### config.mk
export PLATFORM = sky130hd
export DESIGN_NAME = cache_fill_arbiter
export DESIGN_NICKNAME = d
export VERILOG_FILES = /design/src/rtl/cache_fill_arbiter.sv
export SDC_FILE = /design/constraint.sdc
export NUM_CORES = 1
export LEC_CHECK = 0
export ABC_AREA = 1
export CORE_ASPECT_RATIO = 1.75
export CORE_UTILIZATION = 44
export DETAILED_ROUTE_END_ITERATION = 12
export PLACE_DENSITY = 0.78
export SLEW_MARGIN = 10
export SYNTH_ARGS = -nofsm -noshare
export SYNTH_HDL_FRONTEND = slang
export SYNTH_SLANG_ARGS = --single-unit
export TNS_END_PERCENT = 20
### constraint.sdc
create_clock -name clk_100 -period 2.7 [get_ports clk_100]
set_input_delay 0.27 -clock clk_100 [delete_from_list [all_inputs] [get_ports clk_100]]
set_output_delay 0.27 -clock clk_100 [all_outputs]
set_load 0.01 [all_outputs]
### src/rtl/cache_fill_arbiter.sv
// Line-fill arbiter: shares one memory read port between the I-cache (0) and D-cache (1) refills.
// Define CACHE_FILL_ARB_RR_EN for round-robin arbitration; otherwise requester 0 has fixed priority.
module cache_fill_arbiter #(
  parameter int unsigned ADDR_W     = 16,
  parameter int unsigned DATA_W     = 16,
  parameter int unsigned LINE_WORDS = 4,
  parameter int unsigned MEM_LAT    = 3,
  localparam int unsigned IDX_W     = $clog2(LINE_WORDS)
) (
  input  logic              clk_100,
  input  logic              rst,
  input  logic              req0,
  input  logic              req1,
  input  logic [ADDR_W-1:0] addr0,
  input  logic [ADDR_W-1:0] addr1,
  output logic              gnt0,
  output logic              gnt1,
  output logic              rvalid0,
  output logic              rvalid1,
  output logic              done0,
  output logic              done1,
  output logic [DATA_W-1:0] rdata,
  output logic [IDX_W-1:0]  rdata_idx,
  output logic [ADDR_W-1:0] mem_addr,
  output logic              mem_rd_en,
  input  logic [DATA_W-1:0] mem_data
);

  localparam int unsigned BASE_W = ADDR_W - IDX_W;
  localparam int unsigned CNT_W  = (MEM_LAT > 1) ? $clog2(MEM_LAT) : 1;

  typedef enum logic [1:0] {S_IDLE, S_ISSUE, S_WAIT, S_DONE} state_t;

  state_t              r_state, w_state_nxt;
  logic [IDX_W-1:0]    r_word, w_word_nxt;
  logic [CNT_W-1:0]    r_wait_cnt, w_wait_nxt;
  logic                r_owner, w_owner_nxt;
  logic                r_last_owner, w_last_nxt;
  logic [BASE_W-1:0]   r_base, w_base_nxt;
  logic [1:0]          r_gnt, w_gnt_nxt;
  logic [1:0]          r_rvalid, w_rvalid_nxt;
  logic [1:0]          r_done, w_done_nxt;
  logic [DATA_W-1:0]   r_rdata, w_rdata_nxt;
  logic [IDX_W-1:0]    r_idx, w_idx_nxt;
  logic [ADDR_W-1:0]   r_mem_addr, w_mem_addr_nxt;
  logic                r_rd_en, w_rd_en_nxt;

  logic                w_winner;
  logic [ADDR_W-1:0]   w_addr_sel;
  logic [BASE_W-1:0]   w_new_base;
  logic [IDX_W-1:0]    w_word_inc;

`ifdef CACHE_FILL_ARB_RR_EN
  // Contention goes to whichever side did not own the last line.
  assign w_winner = (req0 & req1) ? ~r_last_owner : req1;
`else
  assign w_winner = ~req0;
`endif

  assign w_addr_sel = w_winner ? addr1 : addr0;
  assign w_new_base = BASE_W'(w_addr_sel >> IDX_W);
  assign w_word_inc = IDX_W'(r_word + IDX_W'(1));

  always_ff @(posedge clk_100) begin
    if (rst) r_state <= S_IDLE;
    else     r_state <= w_state_nxt;
  end

  always_comb begin
    w_state_nxt    = r_state;
    w_word_nxt     = r_word;
    w_wait_nxt     = r_wait_cnt;
    w_owner_nxt    = r_owner;
    w_last_nxt     = r_last_owner;
    w_base_nxt     = r_base;
    w_gnt_nxt      = r_gnt;
    w_rvalid_nxt   = 2'b00;
    w_done_nxt     = 2'b00;
    w_rdata_nxt    = r_rdata;
    w_idx_nxt      = r_idx;
    w_mem_addr_nxt = r_mem_addr;
    w_rd_en_nxt    = 1'b0;
    case (r_state)
      S_IDLE: begin
        if (req0 | req1) begin
          w_state_nxt    = S_ISSUE;
          w_owner_nxt    = w_winner;
          w_base_nxt     = w_new_base;
          w_word_nxt     = '0;
          w_gnt_nxt      = w_winner ? 2'b10 : 2'b01;
          w_mem_addr_nxt = {w_new_base, {IDX_W{1'b0}}};
          w_rd_en_nxt    = 1'b1;
        end
      end
      S_ISSUE: begin
        w_state_nxt = S_WAIT;
        w_wait_nxt  = '0;
      end
      S_WAIT: begin
        // Capture edge: return the word, then either fetch the next one or finish.
        if (r_wait_cnt == CNT_W'(MEM_LAT - 1)) begin
          w_rdata_nxt  = mem_data;
          w_idx_nxt    = r_word;
          w_rvalid_nxt = r_owner ? 2'b10 : 2'b01;
          if (r_word == IDX_W'(LINE_WORDS - 1)) begin
            w_state_nxt = S_DONE;
            w_done_nxt  = r_owner ? 2'b10 : 2'b01;
          end else begin
            w_state_nxt    = S_ISSUE;
            w_word_nxt     = w_word_inc;
            w_mem_addr_nxt = {r_base, w_word_inc};
            w_rd_en_nxt    = 1'b1;
          end
        end else begin
          w_wait_nxt = CNT_W'(r_wait_cnt + CNT_W'(1));
        end
      end
      S_DONE: begin
        w_state_nxt = S_IDLE;
        w_gnt_nxt   = 2'b00;
        w_last_nxt  = r_owner;
      end
      default: w_state_nxt = S_IDLE;
    endcase
  end

  always_ff @(posedge clk_100) begin
    if (rst) begin
      r_word       <= '0;
      r_wait_cnt   <= '0;
      r_owner      <= 1'b0;
      r_last_owner <= 1'b1;
      r_base       <= '0;
      r_gnt        <= 2'b00;
      r_rvalid     <= 2'b00;
      r_done       <= 2'b00;
      r_rdata      <= '0;
      r_idx        <= '0;
      r_mem_addr   <= '0;
      r_rd_en      <= 1'b0;
    end else begin
      r_word       <= w_word_nxt;
      r_wait_cnt   <= w_wait_nxt;
      r_owner      <= w_owner_nxt;
      r_last_owner <= w_last_nxt;
      r_base       <= w_base_nxt;
      r_gnt        <= w_gnt_nxt;
      r_rvalid     <= w_rvalid_nxt;
      r_done       <= w_done_nxt;
      r_rdata      <= w_rdata_nxt;
      r_idx        <= w_idx_nxt;
      r_mem_addr   <= w_mem_addr_nxt;
      r_rd_en      <= w_rd_en_nxt;
    end
  end

  assign gnt0      = r_gnt[0];
  assign gnt1      = r_gnt[1];
  assign rvalid0   = r_rvalid[0];
  assign rvalid1   = r_rvalid[1];
  assign done0     = r_done[0];
  assign done1     = r_done[1];
  assign rdata     = r_rdata;
  assign rdata_idx = r_idx;
  assign mem_addr  = r_mem_addr;
  assign mem_rd_en = r_rd_en;

endmodule

==> results.cfg <==
[finish]
antenna_cells = 0
fin_nets = 549
final_cells = 578
layout-drive-gt1-share = 0.05600
area_growth_pct = 40.93

[timing]
fmax_mhz = 515.4
timing.hold.ws_ns = 0.4600
tns_ns = 0
final.period_utilization = 0.7186
rsz0062_at_grt = no
slew_headroom = 0.5252
tightest_slew_ns = 0.7104
final_hold_viol_count = 0
fin_ws_ns = 0.7598
finClkSkew_ns = 0.009166
finalSetupViolations = 0
drv_slew = 0
period_needed_ns = 1.940

[setup_path]
crit_path_top_delay_cell = nand2_1
start_kind = flop
crit_buf_inv = 1
crit_chain = inv_2, nor2_4, nand2_1, nor4_1
crit_arrival_ns = 2.16
path_delay_family = simple AND/OR/NAND/NOR gates
worstPathMaxFanout = 22
crit_required_ns = 2.92
max_stage_delay_ns = 0.58
path_class = flop to flop
cp-end-kind = flop

[clock_network]
cts_tree = done
cts.sinks = 60
clk_latency_ns = 0.34
ctsLongestPathBuffers = 2
cts_buffers = 9
ctsHoldBuffers = 0
cts_resized = 0
root_buffer = clkbuf_8
cts.clk_slew.worst_paths_ns = 0.07
postCtsSetupRepairBufs = 0
htreeDepth = 3

[power]
power_density_nw_per_um2 = 621.4
vdd_drop_max_uv = 386.5
power_leakage_nw = 1.685

[grt]
grt_max_degree = 43
grt_pass1_wl_um = 11050
antenna_found_initial = 0
gr-usage-all-layers = 0.2265
first_global_vias = 2600
grt_overflow = 0

[synthesis]
synth_seq_cells = 60
synth_nets = 467
syn_area_um2 = 2733
seq_area_frac_synth = 0.4396
yosysTopAreaCell = dfxtp_1
ys_types = 18
syn_inst = 413
yosys_warnings = 0
syn_area_per_cell_um2 = 6.617
yosysTopAreaCellShare = 0.4396
synth_area_leaders = dfxtp_1 44%, nand2_1 16%, nand3_1 12%

[die]
die_h_um = 106.3
ios = 93
dieArea_um2 = 6542
design.core.area_um2 = 5926
rows = 37
die_x_um = 61.57
start_util = 0.4611

[place]
dp_cells = 562
place_ws_ns = 0.8141
routabilityCongestion = 0.8615
place.detailed.hpwl_um = 4670
io_buffers = 88

[route]
wl_um = 6830
num_vias = 2824
dr.pass1.iters = 4
antenna_left = 0
avgViaCountPerCell = 4.886
wl_per_cell_um = 11.82
drtIter0Drc = 173
drc = 0

[status]
outcome = finished, final reports clean

[min_path]
hold_path_class = flop to flop

[run]
max-cap-violations = 0
-- Yosys cell counts --
cell type and n:
dfxtp_1 60, inv_2 2, nand2_1 119, nor2_1 40, nor2_4 3, inv_1 51
buf_4 1, nand2_2 2, nor3_1 3, o21ai_0 4, nor4_1 2, a21oi_1 37
clkinv_1 1, buf_1 1, nand3_1 64, ha_1 2, buf_2 14, clkbuf_1 7
-- where the power goes --
group	total, mW	switching, mW	internal, mW
logic	0.562	0.303	0.259
registers	1.02	0.0519	0.968
clock network	0.811	0.338	0.473
total	2.39	0.693	1.70
-- layout make-up --
cell class	count	area (um2)
Fill cell	571	2074
Clock buffer	12	155.1
Sequential cell	60	1201
Timing Repair Buffer	94	925.9
Tap cell	78	97.59
Inverter	54	202.7
Multi-Input combinational cell	276	1221
Clock inverter	4	47.55
-- per-layer routing --
layer	track usage	vias to the layer above	part of all wire
li1	-	1450	-
met1	0.2277	1282	0.39
met2	0.4201	81	0.55
met3	0.05839	11	0.045
met4	0.08095	0	0.017
met5	0	-	0
-- final timing paths --
path	start	endpoint	slack, ns	cells past startpoint
setup / recovery	r_state[1]$_SDFFE_PP0P_	r_done[0]$_SDFF_PP0_	0.76	4
hold / removal	rdata[6]$_SDFFE_PP0P_	rdata[6]$_SDFFE_PP0P_	0.46	2
setup reg to reg	r_state[1]$_SDFFE_PP0P_	r_done[0]$_SDFF_PP0_	0.76	4
hold reg to reg	rdata[6]$_SDFFE_PP0P_	rdata[6]$_SDFFE_PP0P_	0.46	2
-- cell usage in the layout, fill, tap and decap left out --
cell type        instances
clkinv_1                 1
nand3_1                 64
clkbuf_8                11
bufinv_16                1
ha_1                     2
nor2_1                  40
nor3_1                   3
clkinv_2                 2
a21oi_1                 37
clkdlybuf4s50_1         88
nand2_1                119
clkinvlp_4               1
inv_2                    2
clkbuf_1                 1
dfxtp_1                 60
o21ai_0                  4
nand2_2                  2
nor2_4                   3
nor4_1                   2
inv_1                   51
buf_4                    6
-- sequential cells by signal (all words and copies together), names as in the netlist, 2 cells and up --
name and cells:
mem_addr 15, r_base 14, r_done 2, r_gnt 2, r_rvalid 2, r_state 2
r_wait_cnt 2, rdata 16, rdata_idx 2
-- logic make-up (layout without fill, tap and decap cells) --
kind of cell	Yosys count	count (layout)	share of synthesized area
AO/OA/AOI/OAI	41	41	0.07509
adder cells (fa/ha/maj)	2	2	0.009156
buffers and inverters	77	164	0.1136
AND/OR/NAND/NOR	233	233	0.3626
flip-flops	60	60	0.4396
-- per-stage QoR --
stage,utilization,power (mW),instance area [um2]
finish,0.6499,2.393,3851
global route,0.6499,2.523,3851
CTS,0.6499,2.413,3851
detailed placement,0.6157,1.602,3649
global placement,0.6157,1.589,3649
floorplan,-,1.369,2733
-- worst reg2reg max path, cell delays in order, from the launching register on --
cell and delay (ns):
dfxtp_1 0.40, inv_2 0.08, nor2_4 0.41, nand2_1 0.58, nor4_1 0.37
Note: power is estimated with default switching activity, not from simulation.
